### src/rtl/fpnew_result_buffer.sv
// Registered result FIFO between the opgroup arbiter and the FPU output port. A push shows on out_valid_o 1 cycle later,
// and in_ready_o comes only from the occupancy register. FPNEW_RESBUF_STICKY_FLAGS_EN adds sticky IEEE flag accumulation.
module fpnew_result_buffer #(
  parameter int unsigned Width   = 32,
  parameter int unsigned Depth   = 4,
  parameter type         TagType = logic
) (
  input  logic                       clk_i,
  input  logic                       rst_i,
  input  logic                       flush_i,
  input  logic [Width-1:0]           in_result_i,
  input  logic [4:0]                 in_status_i,
  input  logic                       in_ext_bit_i,
  input  TagType                     in_tag_i,
  input  logic                       in_valid_i,
  output logic                       in_ready_o,
  output logic [Width-1:0]           out_result_o,
  output logic [4:0]                 out_status_o,
  output logic                       out_ext_bit_o,
  output TagType                     out_tag_o,
  output logic                       out_valid_o,
  input  logic                       out_ready_i,
  output logic [$clog2(Depth+1)-1:0] usage_o,
  output logic                       busy_o,
  input  logic                       fflags_clr_i,
  output logic [4:0]                 fflags_o
);

  localparam int unsigned PtrW = (Depth > 1) ? $clog2(Depth) : 1;
  localparam int unsigned CntW = $clog2(Depth + 1);

  typedef struct packed {
    logic [Width-1:0] result;
    logic [4:0]       status;
    logic             ext_bit;
    TagType           tag;
  } entry_t;

  entry_t            mem_q [Depth];
  entry_t            in_entry;
  entry_t            head;
  logic [PtrW-1:0]   wr_ptr_q, wr_ptr_d;
  logic [PtrW-1:0]   rd_ptr_q, rd_ptr_d;
  logic [CntW-1:0]   cnt_q, cnt_d;
  logic              push;
  logic              pop;

  assign in_ready_o  = (cnt_q != CntW'(Depth));
  assign out_valid_o = (cnt_q != '0);
  assign usage_o     = cnt_q;
  assign busy_o      = out_valid_o;

  // Flush wins over both handshakes, so neither side sees a transfer that cycle.
  assign push = in_valid_i & in_ready_o & ~flush_i;
  assign pop  = out_valid_o & out_ready_i & ~flush_i;

  assign in_entry = '{result: in_result_i, status: in_status_i, ext_bit: in_ext_bit_i, tag: in_tag_i};
  assign head     = mem_q[rd_ptr_q];

  assign out_result_o  = head.result;
  assign out_status_o  = head.status;
  assign out_ext_bit_o = head.ext_bit;
  assign out_tag_o     = head.tag;

  always_comb begin
    wr_ptr_d = wr_ptr_q;
    rd_ptr_d = rd_ptr_q;
    cnt_d    = cnt_q;
    if (flush_i) begin
      wr_ptr_d = '0;
      rd_ptr_d = '0;
      cnt_d    = '0;
    end else begin
      if (push) wr_ptr_d = wr_ptr_q + PtrW'(1);
      if (pop)  rd_ptr_d = rd_ptr_q + PtrW'(1);
      case ({push, pop})
        2'b10:   cnt_d = cnt_q + CntW'(1);
        2'b01:   cnt_d = cnt_q - CntW'(1);
        default: cnt_d = cnt_q;
      endcase
    end
  end

  always_ff @(posedge clk_i) begin
    if (rst_i) begin
      wr_ptr_q <= '0;
      rd_ptr_q <= '0;
      cnt_q    <= '0;
    end else begin
      wr_ptr_q <= wr_ptr_d;
      rd_ptr_q <= rd_ptr_d;
      cnt_q    <= cnt_d;
    end
  end

  // Payload storage needs no reset: it is only observed while out_valid_o is high.
  always_ff @(posedge clk_i) begin
    if (push) mem_q[wr_ptr_q] <= in_entry;
  end

`ifdef FPNEW_RESBUF_STICKY_FLAGS_EN
  logic [4:0] fflags_q, fflags_d;

  // A clear in the same cycle as a pop leaves exactly the popped status.
  always_comb begin
    fflags_d = fflags_q;
    if (pop)               fflags_d = (fflags_clr_i ? 5'b0 : fflags_q) | out_status_o;
    else if (fflags_clr_i) fflags_d = 5'b0;
  end

  always_ff @(posedge clk_i) begin
    if (rst_i) fflags_q <= '0;
    else       fflags_q <= fflags_d;
  end

  assign fflags_o = fflags_q;
`else
  logic unused_fflags_clr;
  assign unused_fflags_clr = fflags_clr_i;
  assign fflags_o          = 5'b0;
`endif

endmodule

### config.mk
export PLATFORM = sky130hd
export DESIGN_NAME = fpnew_result_buffer
export DESIGN_NICKNAME = d
export VERILOG_FILES = /design/src/rtl/fpnew_result_buffer.sv
export SDC_FILE = /design/constraint.sdc
export NUM_CORES = 1
export LEC_CHECK = 0
export ABC_AREA = 1
export BUFFER_PORTS_ARGS = -buffer_cell sky130_fd_sc_hd__buf_4
export CAP_MARGIN = 20
export CORE_UTILIZATION = 50
export DETAILED_ROUTE_END_ITERATION = 6
export PLACE_DENSITY = 0.71
export RECOVER_POWER = 50
export SETUP_SLACK_MARGIN = 0.15
export SLEW_MARGIN = 20
export SYNTH_ARGS = -nofsm -noshare
export SYNTH_HDL_FRONTEND = slang
export SYNTH_SLANG_ARGS = --single-unit
### constraint.sdc
create_clock -name clk_i -period 4.1 [get_ports clk_i]
set_clock_uncertainty 0.2 [all_clocks]
set_input_delay 0.205 -clock clk_i [delete_from_list [all_inputs] [get_ports clk_i]]
set_output_delay 0.205 -clock clk_i [all_outputs]
set_load 0.005 [all_outputs]
==> results of run 1 <==
state kept, by name (all words and copies together), names as in the netlist, named ones only:
| signal | flops |
|---|---|
| wr_ptr_q | 2 |
| mem_q | 156 |
| rd_ptr_q | 2 |
| usage_o | 3 |
logic make-up (layout without fill, tap and decap cells):
| family | after synthesis | after routing | synth area share |
|---|---|---|---|
| flops | 165 | 165 | 0.745 |
| fa+ha+maj | 6 | 6 | 0.0127 |
| simple gates | 113 | 113 | 0.0738 |
| compound gates | 123 | 123 | 0.121 |
| buf+inv | 51 | 191 | 0.0468 |
| other cells | 1 | 5 | 0.000574 |
area by class of cell:
class,instances,share of cell area
well taps,172,0.0261
clock buffers,17,0.0516
clock inverters,15,0.0314
repair buffers,139,0.122
multi-input cells,247,0.170
flip-flops and latches,165,0.590
inverters,20,0.00970
critical path, stage by stage, from the launching register on:
cell and delay (ns):
dfxtp_2 0.79, buf_4 0.53, o21ai_0 0.17, o22ai_1 0.25
buf_4 0.16
where the power goes:
group / internal, µW / total [µW] / switching [µW] / leakage (µW)
logic: 83.5 / 166 / 82.2 / 0.00107
registers: 1870 / 1880 / 7.63 / 0.00149
clock network: 1200 / 1810 / 619 / 0.000324
total: 3150 / 3860 / 708 / 0.00288
metrics by stage:
step	cells	instance area, µm²	hold slack (ns)	total power (µW)	util
detailed placement	698	7270	0.208	2060	0.574
global placement	698	7270	0.203	2050	0.574
global route	775	8250	0.338	3970	0.651
floorplan	463	6540	0.104	1970	-
finish	775	8250	0.315	3860	0.651
CTS	775	8400	0.298	3900	0.663
worst paths after layout:
| check | from | endpoint | slack, ns |
|---|---|---|---|
| worst max-delay path | flop | out_result_o[15] | 1.37 |
| worst min register to register | wr_ptr_q[0]$_SDFFE_PP0P_ | wr_ptr_q[0]$_SDFFE_PP0P_ | 0.32 |
| worst min-delay path | wr_ptr_q[0]$_SDFFE_PP0P_ | wr_ptr_q[0]$_SDFFE_PP0P_ | 0.32 |
| worst max register to register | usage_o[1]$_SDFFE_PP0P_ | mem_q[2][20]$_DFFE_PP_ | 1.52 |
synth_stat cells:
master,n,area [µm²]
nor2_2,20,125
nor2_1,71,267
buf_2,10,50.1
inv_6,1,8.76
clkbuf_2,3,15.0
nand2_1,17,63.8
inv_2,1,3.75
buf_8,1,15.0
nand3_1,4,20.0
nand2_2,1,6.26
o21ai_0,77,385
fa_1,1,20.0
clkbuf_1,4,15.0
buf_6,2,22.5
conb_1,1,3.75
buf_12,2,40.0
o22ai_2,20,250
buf_4,9,67.6
dfxtp_1,9,180
o22ai_1,19,119
ha_1,5,62.6
a21oi_1,5,25.0
o21ai_1,2,10.0
inv_1,18,67.6
edfxtp_1,156,4680
timing repair:
item / CTS / global route
hold buffers: 45 / 0
hold endpoints to repair: 165 / 0
resized for setup: 0 / 0
per-layer routing:
layer  vias up  GRT usage  share of wire
li1       1933          -              -
met1      1994      0.238           0.41
met2       102      0.364           0.53
met3        19     0.0628          0.050
met4         0     0.0906          0.014
met5         -          0              0
==> results.toml, run 1 <==
[cts]
htree_num_levels = 4
clk_path_buf_depth = 2
clk_latency_ns = 0.42
cts_made_buffers = 17
cts_tree = "built"
clkTransAtPathRegs_ns = 0.06
root_buffer = "clkbuf_16"
post-cts-setup-buffers = 0
cts_sinks = 165

[drt]
routed_wirelength_um = 13200
ant_nets = 0
routedWlPerCell_um = 17.0
dr.pass1.iters = 4
drt-initial-drc-count = 403
drc = 0
via_per_inst = 5.22
vias = 4048

[power]
pwr_density_cell_nw_per_um2 = 467
p_leak_uw = 0.00288
vdd_drop_max_uv = 301

[setup_path]
worstSetupStartpointType = "flop"
criticalPathCategory = "reg -> out"
required_ns = 3.69
reg2reg_depth = 5
endpoint_kind = "output port"
crit_fanout = 46
cp_data_arrival_time_ns = 2.33

[finish]
nFillCells = 937
area_growth_pct = 26.4
drive_gt1_frac = 0.217
mostFrequentLayoutCell = "edfxtp_1"
ff_latch_area_um2 = 4870
diodes = 0
final_nets = 641
multi_input_area_um2 = 1400
final_cell_mix = "156 x edfxtp_1, 77 x o21ai_0, 67 x nor2_1, 48 x buf_4, 45 x dlygate4sd3_1"

[min_path]
hp-class = "reg -> reg"
hold_depth = 2

[global_route]
grt_pass1_wl_um = 20300
grt_usage = 0.209
overflow = 0
antenna_found_initial = 0
grt_max_degree = 79
grt_pass1_vias = 4019

[die]
die_w_um = 116
placementRows = 41
fp.dieH_um = 116
ios = 95
die-area_um2 = 13500
start_util = 0.515
fp.coreArea_um2 = 12700

[yosys]
synth_area_per_cell_um2 = 14.2
synth_warnings = 0
synth_seq_cells = 165
synth_cells = 459
syn_area_um2 = 6530
synth_cell_type_count = 25
ys_seq_area_frac = 0.745

[timing]
worst_pin_slew_ns = 0.903
report.final.slew_viol_count = 0
hold_viol_final = 0
period_minus_slack_ns = 2.73
min_period_over_period = 0.667
setup_ws_ns = 1.37
slew_headroom = 0.397
finalSetupViolations = 0
fmax_ghz = 0.366
rsz0062_at_grt = "no"
tns_ns = 0

[place]
gp_congestion = 0.731
place_ws_ns = 1.62
place_hpwl_um = 7140
numPortBuffers = 88

[flow_run]
cap_violations = 0

[run_status]
outcome = "completed"
No activity file was read; power rests on OpenSTA's default activity.
==> run 2, diff against run 1 <==
clock period = 2.6 ns   (was 4.1 ns; I/O delays follow)
==> run 2 against run 1 <==
  * Count of clock-buffer cells in the layout up 1
  * Cell area down 0.49%
  * Hold slack about the same
  * Largest power group unchanged
==> results.toml, run 2 (synthesis results as in run 1) <==
[run_status]
outcome = "completed"

[setup_path]
r2r-start = "usage_o[1]$_SDFFE_PP0P_"
critical-path-top-delay-family = "buffers and inverters"
reg2reg_depth = 5
endpoint_kind = "flop"
cp_cell_sequence = "dlygate4sd3_1 -> clkbuf_1 -> nor2_1 -> nand2_2 -> nor2_1 -> clkbuf_1"
cp_data_arrival_time_ns = 2.10
cp.depth = 6
startpoint = "flush_i"
criticalPathCategory = "in -> reg"
worstSetupStartpointType = "primary input"
max_stage_delay_ns = 0.74
crit_fanout = 15
slowest_stage = "clkbuf_1"
required_ns = 2.43
crit_buf_inv = 3

[finish]
final_nets = 647
drive_gt1_frac = 0.219
final_cells = 780
area_growth_pct = 25.8
mostFrequentLayoutCell = "edfxtp_1"
diodes = 0
postLayoutCoreUtil = 0.648
regMostFlops = "mem_q"
largest_reg_flops = 156
final_cell_mix = "156 x edfxtp_1, 77 x o21ai_0, 68 x nor2_1, 52 x buf_4, 45 x dlygate4sd3_1"
final_area_um2 = 8210

[drt]
via_per_inst = 5.17
routed_wirelength_um = 12900
ant_nets = 0
vias = 4035
dr.pass1.iters = 4
drc = 0
routedWlPerCell_um = 16.5
drt-initial-drc-count = 280

[die]
die_w_um = 116
placementRows = 41
ios = 95
start_util = 0.515
fp.coreArea_um2 = 12700
die-area_um2 = 13500
fp.dieH_um = 116

[timing]
min_period_over_period = 0.875
holdWs_ns = 0.315
period_minus_slack_ns = 2.28
slew_headroom = 0.356
hold_viol_final = 0
worst_pin_slew_ns = 0.967
fmax_ghz = 0.440
tns_ns = 0
rsz0062_at_grt = "no"
report.final.slew_viol_count = 0
finalSetupViolations = 0

[global_route]
grt_pass1_wl_um = 19900
antenna_found_initial = 0
grt_max_degree = 79
overflow = 0
grt_usage = 0.200
grt_pass1_vias = 3988

[power]
seqPwrFrac = 0.512
p_switching_uw = 1090
p_int_uw = 4680
swShare = 0.189
vdd_drop_max_uv = 374
p_leak_uw = 0.00286
clkPwrFrac = 0.442
pwr_density_cell_nw_per_um2 = 703
power_frac_comb = 0.046

[cts]
clk_path_buf_depth = 2
cts_resized = 0
cts_made_buffers = 17
cts_sinks = 165
htree_num_levels = 4
clk_latency_ns = 0.41
hold_buffers = 45
post-cts-setup-buffers = 0
root_buffer = "clkbuf_16"
cts_tree = "built"
clkTransAtPathRegs_ns = 0.06

[place]
gp_congestion = 0.734
numPortBuffers = 88
post_dp_cell_area_um2 = 7310
dp_cells = 704
place_hpwl_um = 7290

[flow_run]
cap_violations = 0

[min_path]
hold_depth = 2
hold_path.startpoint = "usage_o[0]$_SDFFE_PP0P_"
hp-class = "reg -> reg"
## run 2: metrics by stage
stage,power (µW),setup slack [ns]
finish,5770,0.325
global placement,3240,0.493
detailed placement,3250,0.478
CTS,5820,0.444
floorplan,3110,-0.355
global route,5940,0.142
## run 2: layer usage
layer  GRT usage  wire (µm)
met5           0          0
met4      0.0726        174
met3      0.0503        614
met2       0.342       6590
met1       0.248       5470
## run 2: power groups by stage
stage / registers, µW / logic, µW / clock network, µW
final: 2960 / 264 / 2550
after global routing: 2960 / 290 / 2690
after CTS: 2960 / 294 / 2570
after detailed placement: 3010 / 237 / 0
after global placement: 3010 / 230 / 0
after floorplan: 3010 / 93.9 / 0
## run 2: worst min-delay path, stage by stage, from the launching register on
cell     delay [ns]
dfxtp_1        0.33
nand2_1        0.07
a21oi_1        0.06
## run 2: layout make-up
class / count / area [µm²]
sequential: 165 / 4870
fill: 961 / 4460
multi-input combinational: 247 / 1400
timing repair buffer: 145 / 1040
clock buffer: 18 / 429
tap: 172 / 215
clock inverter: 13 / 183
inverter: 20 / 80.1
## run 2: path summary, 6_finish.rpt
| check | endpoint | slack (ns) |
|---|---|---|
| worst max register to register | mem_q[2][19]$_DFFE_PP_ | 0.34 |
| worst min register to register | usage_o[0]$_SDFFE_PP0P_ | 0.32 |
| worst min-delay path | usage_o[0]$_SDFFE_PP0P_ | 0.32 |
| worst max-delay path | mem_q[2][19]$_DFFE_PP_ | 0.32 |
